[src/rtl/led_display_pkg.sv]
// Shared definitions for the LED panel scan controller: scan state encoding,
// default panel timing and elaboration-time sizing helpers.
package led_display_pkg;

  typedef enum logic [2:0] {
    ST_IDLE       = 3'd0,
    ST_SHIFT_REQ  = 3'd1,
    ST_SHIFT_WAIT = 3'd2,
    ST_BLANK      = 3'd3,
    ST_LATCH      = 3'd4,
    ST_DISPLAY    = 3'd5,
    ST_NEXT       = 3'd6
  } scan_state_e;

  localparam int DEF_NUM_ROW_PIXELS = 32;
  localparam int DEF_NUM_COL_PIXELS = 64;
  localparam int DEF_BIT_DEPTH      = 3;
  localparam int DEF_BASE_ON_CYCLES = 64;
  localparam int DEF_BLANK_CYCLES   = 4;
  localparam int DEF_LATCH_CYCLES   = 2;

  // Width of an index over v items, never below one bit.
  function automatic int clog2_min1(input int v);
    return (v > 1) ? $clog2(v) : 1;
  endfunction

  // The timer is loaded with (length - 1), so it must hold the longest
  // interval minus one: the MSB-plane display time dominates in practice.
  function automatic int timer_width(input longint base_on, input int depth,
                                     input longint blank, input longint latch);
    longint m;
    m = base_on << (depth - 1);
    if (blank > m) m = blank;
    if (latch > m) m = latch;
    return (m > 1) ? $clog2(m) : 1;
  endfunction

endpackage

[src/rtl/led_display_scan_timer.sv]
// Down-counting interval timer: load (length - 1), expired is high during the
// final cycle of the interval.
module led_display_scan_timer #(
  parameter int CNT_W = 8
) (
  input  logic             clk,
  input  logic             rst,
  input  logic             load,
  input  logic [CNT_W-1:0] load_val,
  output logic             expired
);

  logic [CNT_W-1:0] cnt_q;

  always_ff @(posedge clk) begin
    if (rst) begin
      cnt_q <= '0;
    end else if (load) begin
      cnt_q <= load_val;
    end else if (cnt_q != '0) begin
      cnt_q <= cnt_q - CNT_W'(1);
    end
  end

  assign expired = (cnt_q == '0);

endmodule

[src/rtl/led_display_scan_ctrl.sv]
// HUB75-style scan controller: per row and bit plane it requests a PHY shift,
// blanks, latches, then lights the LEDs for a binary-weighted on-time.
module led_display_scan_ctrl
  import led_display_pkg::*;
#(
  parameter int NUM_ROW_PIXELS = DEF_NUM_ROW_PIXELS,
  parameter int NUM_COL_PIXELS = DEF_NUM_COL_PIXELS,
  parameter int BIT_DEPTH      = DEF_BIT_DEPTH,
  parameter int BASE_ON_CYCLES = DEF_BASE_ON_CYCLES,
  parameter int BLANK_CYCLES   = DEF_BLANK_CYCLES,
  parameter int LATCH_CYCLES   = DEF_LATCH_CYCLES,
  localparam int NUM_SCAN_ROWS = NUM_ROW_PIXELS / 2,
  localparam int ROW_W         = clog2_min1(NUM_SCAN_ROWS),
  localparam int PLANE_W       = clog2_min1(BIT_DEPTH)
) (
  input  logic               clk_in,
  input  logic               reset_in,
  input  logic               enable_in,
  output logic               shift_req_out,
  input  logic               shift_ack_in,
  input  logic               shift_done_in,
  output logic [ROW_W-1:0]   row_addr_out,
  output logic [PLANE_W-1:0] bit_plane_out,
  output logic               latch_out,
  output logic               blank_out,
  output logic               frame_start_out,
  output logic               frame_done_out
);

  localparam int TMR_W = timer_width(BASE_ON_CYCLES, BIT_DEPTH, BLANK_CYCLES, LATCH_CYCLES);

  localparam logic [ROW_W-1:0]   LAST_ROW   = ROW_W'(NUM_SCAN_ROWS - 1);
  localparam logic [PLANE_W-1:0] LAST_PLANE = PLANE_W'(BIT_DEPTH - 1);
  localparam logic [TMR_W-1:0]   BLANK_LOAD = TMR_W'(BLANK_CYCLES - 1);
  localparam logic [TMR_W-1:0]   LATCH_LOAD = TMR_W'(LATCH_CYCLES - 1);
  localparam logic [TMR_W:0]     BASE_LEN   = (TMR_W + 1)'(BASE_ON_CYCLES);

  if (NUM_ROW_PIXELS < 2 || (NUM_ROW_PIXELS % 2) != 0 || NUM_COL_PIXELS < 1 ||
      BIT_DEPTH < 1 || BASE_ON_CYCLES < 1 || BLANK_CYCLES < 1 || LATCH_CYCLES < 1)
  begin : g_param_check
    $error("led_display_scan_ctrl: invalid parameter set");
  end

  scan_state_e        state_q, state_d;
  logic [ROW_W-1:0]   row_q;
  logic [PLANE_W-1:0] plane_q;
  logic               req_seen_q;
  logic               last_plane, last_row;

  logic               tmr_load;
  logic [TMR_W-1:0]   tmr_load_val;
  logic               tmr_expired;
  logic [TMR_W:0]     disp_len;
  logic [TMR_W-1:0]   disp_load;

  assign last_plane = (plane_q == LAST_PLANE);
  assign last_row   = (row_q == LAST_ROW);

  // One extra bit so the MSB-plane length itself never wraps before the -1.
  assign disp_len  = BASE_LEN << plane_q;
  assign disp_load = TMR_W'(disp_len - (TMR_W + 1)'(1));

  led_display_scan_timer #(
    .CNT_W (TMR_W)
  ) u_timer (
    .clk      (clk_in),
    .rst      (reset_in),
    .load     (tmr_load),
    .load_val (tmr_load_val),
    .expired  (tmr_expired)
  );

  always_ff @(posedge clk_in) begin
    if (reset_in) begin
      state_q    <= ST_IDLE;
      row_q      <= '0;
      plane_q    <= '0;
      req_seen_q <= 1'b0;
    end else begin
      state_q    <= state_d;
      req_seen_q <= (state_q == ST_SHIFT_REQ);
      // Addresses move only on leaving NEXT, while the panel is blanked.
      if (state_q == ST_NEXT) begin
        if (last_plane) begin
          plane_q <= '0;
          row_q   <= last_row ? '0 : row_q + ROW_W'(1);
        end else begin
          plane_q <= plane_q + PLANE_W'(1);
        end
      end
    end
  end

  always_comb begin
    state_d         = state_q;
    tmr_load        = 1'b0;
    tmr_load_val    = '0;
    shift_req_out   = 1'b0;
    latch_out       = 1'b0;
    blank_out       = 1'b1;
    frame_start_out = 1'b0;
    frame_done_out  = 1'b0;

    case (state_q)
      ST_IDLE: begin
        if (enable_in) state_d = ST_SHIFT_REQ;
      end
      ST_SHIFT_REQ: begin
        shift_req_out   = 1'b1;
        frame_start_out = !req_seen_q && (row_q == '0) && (plane_q == '0);
        if (shift_ack_in) state_d = ST_SHIFT_WAIT;
      end
      ST_SHIFT_WAIT: begin
        if (shift_done_in) begin
          state_d      = ST_BLANK;
          tmr_load     = 1'b1;
          tmr_load_val = BLANK_LOAD;
        end
      end
      ST_BLANK: begin
        if (tmr_expired) begin
          state_d      = ST_LATCH;
          tmr_load     = 1'b1;
          tmr_load_val = LATCH_LOAD;
        end
      end
      ST_LATCH: begin
        latch_out = 1'b1;
        if (tmr_expired) begin
          state_d      = ST_DISPLAY;
          tmr_load     = 1'b1;
          tmr_load_val = disp_load;
        end
      end
      ST_DISPLAY: begin
        blank_out = 1'b0;
        if (tmr_expired) state_d = ST_NEXT;
      end
      ST_NEXT: begin
        frame_done_out = last_plane && last_row;
        state_d        = enable_in ? ST_SHIFT_REQ : ST_IDLE;
      end
      default: begin
        state_d = ST_IDLE;
      end
    endcase
  end

  assign row_addr_out  = row_q;
  assign bit_plane_out = plane_q;

endmodule

[config.mk]
export PLATFORM = sky130hd
export DESIGN_NAME = led_display_scan_ctrl
export DESIGN_NICKNAME = d
export VERILOG_FILES = /design/src/rtl/led_display_pkg.sv /design/src/rtl/led_display_scan_timer.sv /design/src/rtl/led_display_scan_ctrl.sv
export SDC_FILE = /design/constraint.sdc
export NUM_CORES = 1
export LEC_CHECK = 0
export CAP_MARGIN = 15
export CORE_ASPECT_RATIO = 2
export CORE_UTILIZATION = 36
export DETAILED_ROUTE_END_ITERATION = 10
export SLEW_MARGIN = 20
export SYNTH_ARGS = -nofsm -noshare
export SYNTH_HDL_FRONTEND = slang
export SYNTH_SLANG_ARGS = --single-unit
[constraint.sdc]
create_clock -name clk_in -period 2.1 [get_ports clk_in]
set_clock_uncertainty 0.15 [all_clocks]
set_input_delay 0.315 -clock clk_in [delete_from_list [all_inputs] [get_ports clk_in]]
set_output_delay 0.315 -clock clk_in [all_outputs]
set_load 0.01 [all_outputs]
==> impl_metrics.json <==
{
  "hold_path.class": "reg -> reg",
  "synthArstFlopShare": 0,
  "syn_nets": 134,
  "path_buf_inv": 2,
  "dp_cells": 175,
  "grt_overflow": 0,
  "clk_latency_ps": 250,
  "synth_top_area_share": 0.335,
  "synth.largest_area_cell": "dfxtp_1",
  "worstSetupStartpointType": "flip-flop",
  "switching_power_uw": 493,
  "setup.worst_path.start": "state_q[2]$_SDFFE_PP0P_",
  "drv_slew": 0,
  "cp.required_ps": 1630,
  "path_clk_slew_ps": 70,
  "peakVddDrop_v": 0.000726,
  "drtIter0Drc": 20,
  "cts_buffers": 3,
  "slowest_delay_ps": 560,
  "drc": 0,
  "setup_viol": 0,
  "grt_max_degree": 18,
  "intPower_uw": 811,
  "die_x_um": 40.7,
  "hold_ws_ps": 410,
  "worst_setup_path_end_kind": "output pin",
  "clock_path_buffers": 2,
  "diodes": 0,
  "ff2ff_path_depth": 7,
  "maxCapViolCount": 0,
  "synth_most_common_cell": "dfxtp_1",
  "areaGrowthSynthToFinish_pct": 27.9,
  "fin_crit_ps": 2010,
  "seqPwrFrac": 0.364,
  "utilization": 0.491,
  "synth_top_flop_cell": "dfxtp_1",
  "root_buffer": "clkbuf_8",
  "dr.pass1.iters": 4,
  "slew_headroom": 0.704,
  "portBuffers": 15,
  "start_util": 0.384,
  "synth_warnings": 0,
  "dieArea_mm2": 0.00322,
  "hold_viol": 0,
  "swShare": 0.378,
  "p_leak_nw": 0.535,
  "cpMaxStageDelayCell": "clkdlybuf4s50_1",
  "synthCells": 125,
  "detail-route-antenna-nets": 0,
  "cp.arrival_ps": 1540,
  "rrSetupSlack_ps": 180,
  "routabilityCongestion": 0.810,
  "avgRoutedWirePerCell_um": 14.4,
  "synth_area_mm2": 0.00108,
  "finalCritPeriodShare": 0.956,
  "tns_ps": 0,
  "syn_area_per_cell_um2": 8.61,
  "ys_top_cells_by_count": "dfxtp_1, a21oi_1, nor2_1",
  "rows": 27,
  "yosys.cell_types.count": 42,
  "synth-seq-area-share": 0.335,
  "p_comb_frac": 0.455,
  "synth_seq_cells": 18,
  "tightest_slew_ps": 441,
  "fp.coreArea_mm2": 0.00280,
  "worst-path-stages": 3,
  "r2r_start": "u_timer.cnt_q[1]$_SDFFE_PP0P_",
  "clkPwrFrac": 0.181,
  "powerDensity_mw_per_mm2": 947,
  "fmax_mhz": 498,
  "clock-sinks": 18,
  "final_cells": 181,
  "synth_area_leaders": "dfxtp_1, a21oi_1, ha_1",
  "cts_tree": "done",
  "critical_path_class": "reg -> out",
  "r2r_end": "state_q[0]$_SDFFE_PP0P_",
  "crit_fanout": 15,
  "crit_family": "buffers and inverters",
  "endpoint": "latch_out",
  "num_io_pins": 16,
  "drive_gt1_frac": 0.164,
  "synth-edff-count": 0,
  "path_cells": "buf_4 -> nor3b_4 -> clkdlybuf4s50_1",
  "viasPerCell": 5.57,
  "dp_hpwl_um": 1960,
  "routed_wl_um": 2600,
  "die_y_um": 79.3,
  "track_usage": 0.178,
  "nets": 163,
  "cts_hold_buf": 0,
  "h-tree-depth": 1,
  "vias": 1009,
  "fillers": 276,
  "grt_antenna_before_repair": 0,
  "grt_pass1_wl_um": 4030,
  "grt_pass1_vias": 954,
  "rsz0062_at_grt": "false",
  "status": "completed"
}
-- worst min path at each step --
| stage | cells after the start | end | start | slack [ps] |
|---|---|---|---|---|
| finish | 2 | row_addr_out[3]$_SDFFE_PP0P_ | row_addr_out[3]$_SDFFE_PP0P_ | 410 |
| detailed placement | 2 | req_seen_q$_SDFF_PP0_ | state_q[0]$_SDFFE_PP0P_ | 410 |
| global route | 2 | u_timer.cnt_q[0]$_SDFFE_PP0P_ | u_timer.cnt_q[0]$_SDFFE_PP0P_ | 460 |
| floorplan | 1 | u_timer.cnt_q[0]$_SDFFE_PP0P_ | u_timer.cnt_q[0]$_SDFFE_PP0P_ | 360 |
| global placement | 2 | row_addr_out[3]$_SDFFE_PP0P_ | row_addr_out[3]$_SDFFE_PP0P_ | 380 |
| CTS | 2 | row_addr_out[3]$_SDFFE_PP0P_ | row_addr_out[3]$_SDFFE_PP0P_ | 420 |
-- area by class of cell --
type,count,area (um^2),share of cell area
timing repair buffer,30,262,0.190
tap,29,36.3,0.0264
inverter,5,18.8,0.0136
sequential,18,360,0.262
multi-input combinational,96,658,0.478
clock buffer,3,41.3,0.0300
-- worst register-to-register path, cell delays in order (launching register included) --
cell and delay (ps):
dfxtp_1 360, inv_1 90, ha_1 170, nor3b_1 200, buf_4 170, nand2_4 80
a221o_1 390, a311oi_2 230
-- cells in the final DEF (no fill, tap or decap), types with 2 or more instances in the layout --
cell type	instances
clkbuf_8	3
buf_4	15
xor2_1	4
nand2_1	8
o21ai_0	3
o31ai_1	3
inv_1	5
nor2_1	11
nor3b_1	2
nor3_1	4
clkdlybuf4s50_1	13
o32ai_1	2
nand2b_1	2
or4_1	2
mux2i_1	2
ha_1	4
nand3_1	6
a21oi_1	13
dfxtp_1	18
nand3b_1	5
nor2b_1	2
a311oi_1	2
-- flip-flops by register name (all words and copies together) (netlist names) --
| signal | cells |
|---|---|
| u_timer.cnt_q | 8 |
| row_addr_out | 4 |
| state_q | 3 |
| bit_plane_out | 2 |
| req_seen_q | 1 |
-- per-stage QoR --
step / cell area (um^2) / setup slack [ps] / power (mW)
4_1_cts: 1370 / 52.2 / 1.30
6_report: 1380 / 92.3 / 1.30
5_1_grt: 1380 / 3.36 / 1.38
2_1_floorplan: 1080 / 225 / 0.920
3_3_place_gp: 1300 / 80.2 / 1.06
3_5_place_dp: 1300 / 44.0 / 1.06
-- repair_timing --
item                       in CTS  in global routing
pin swaps                       1                  0
resized for setup               3                  2
setup endpoints to repair       2                  2
buffers inserted                3                  0
-- routing by layer --
layer | vias to the layer above | part of all wire | track usage
met4 | 0 | 0.010 | 0.0600
met3 | 2 | 0.026 | 0.0168
li1 | 509 | - | -
met5 | - | 0 | 0
met2 | 21 | 0.58 | 0.344
met1 | 477 | 0.38 | 0.172
-- power groups by stage --
stage | clock, mW | sequential, mW | combinational, mW
2_1_floorplan | 0 | 0.474 | 0.446
3_3_place_gp | 0 | 0.479 | 0.583
3_5_place_dp | 0 | 0.480 | 0.585
4_1_cts | 0.239 | 0.474 | 0.587
5_1_grt | 0.257 | 0.481 | 0.646
6_report | 0.235 | 0.475 | 0.594
-- cells by family after synthesis --
group | after synthesis | synth area share
adder cells (fa/ha/maj) | 4 | 0.0465
buffers and inverters | 11 | 0.0640
multiplexers | 2 | 0.0186
flip-flops | 18 | 0.335
AND/OR/NAND/NOR | 55 | 0.308
AO/OA/AOI/OAI | 30 | 0.187
XOR/XNOR | 5 | 0.0407
(Power assumes the default switching activity.)
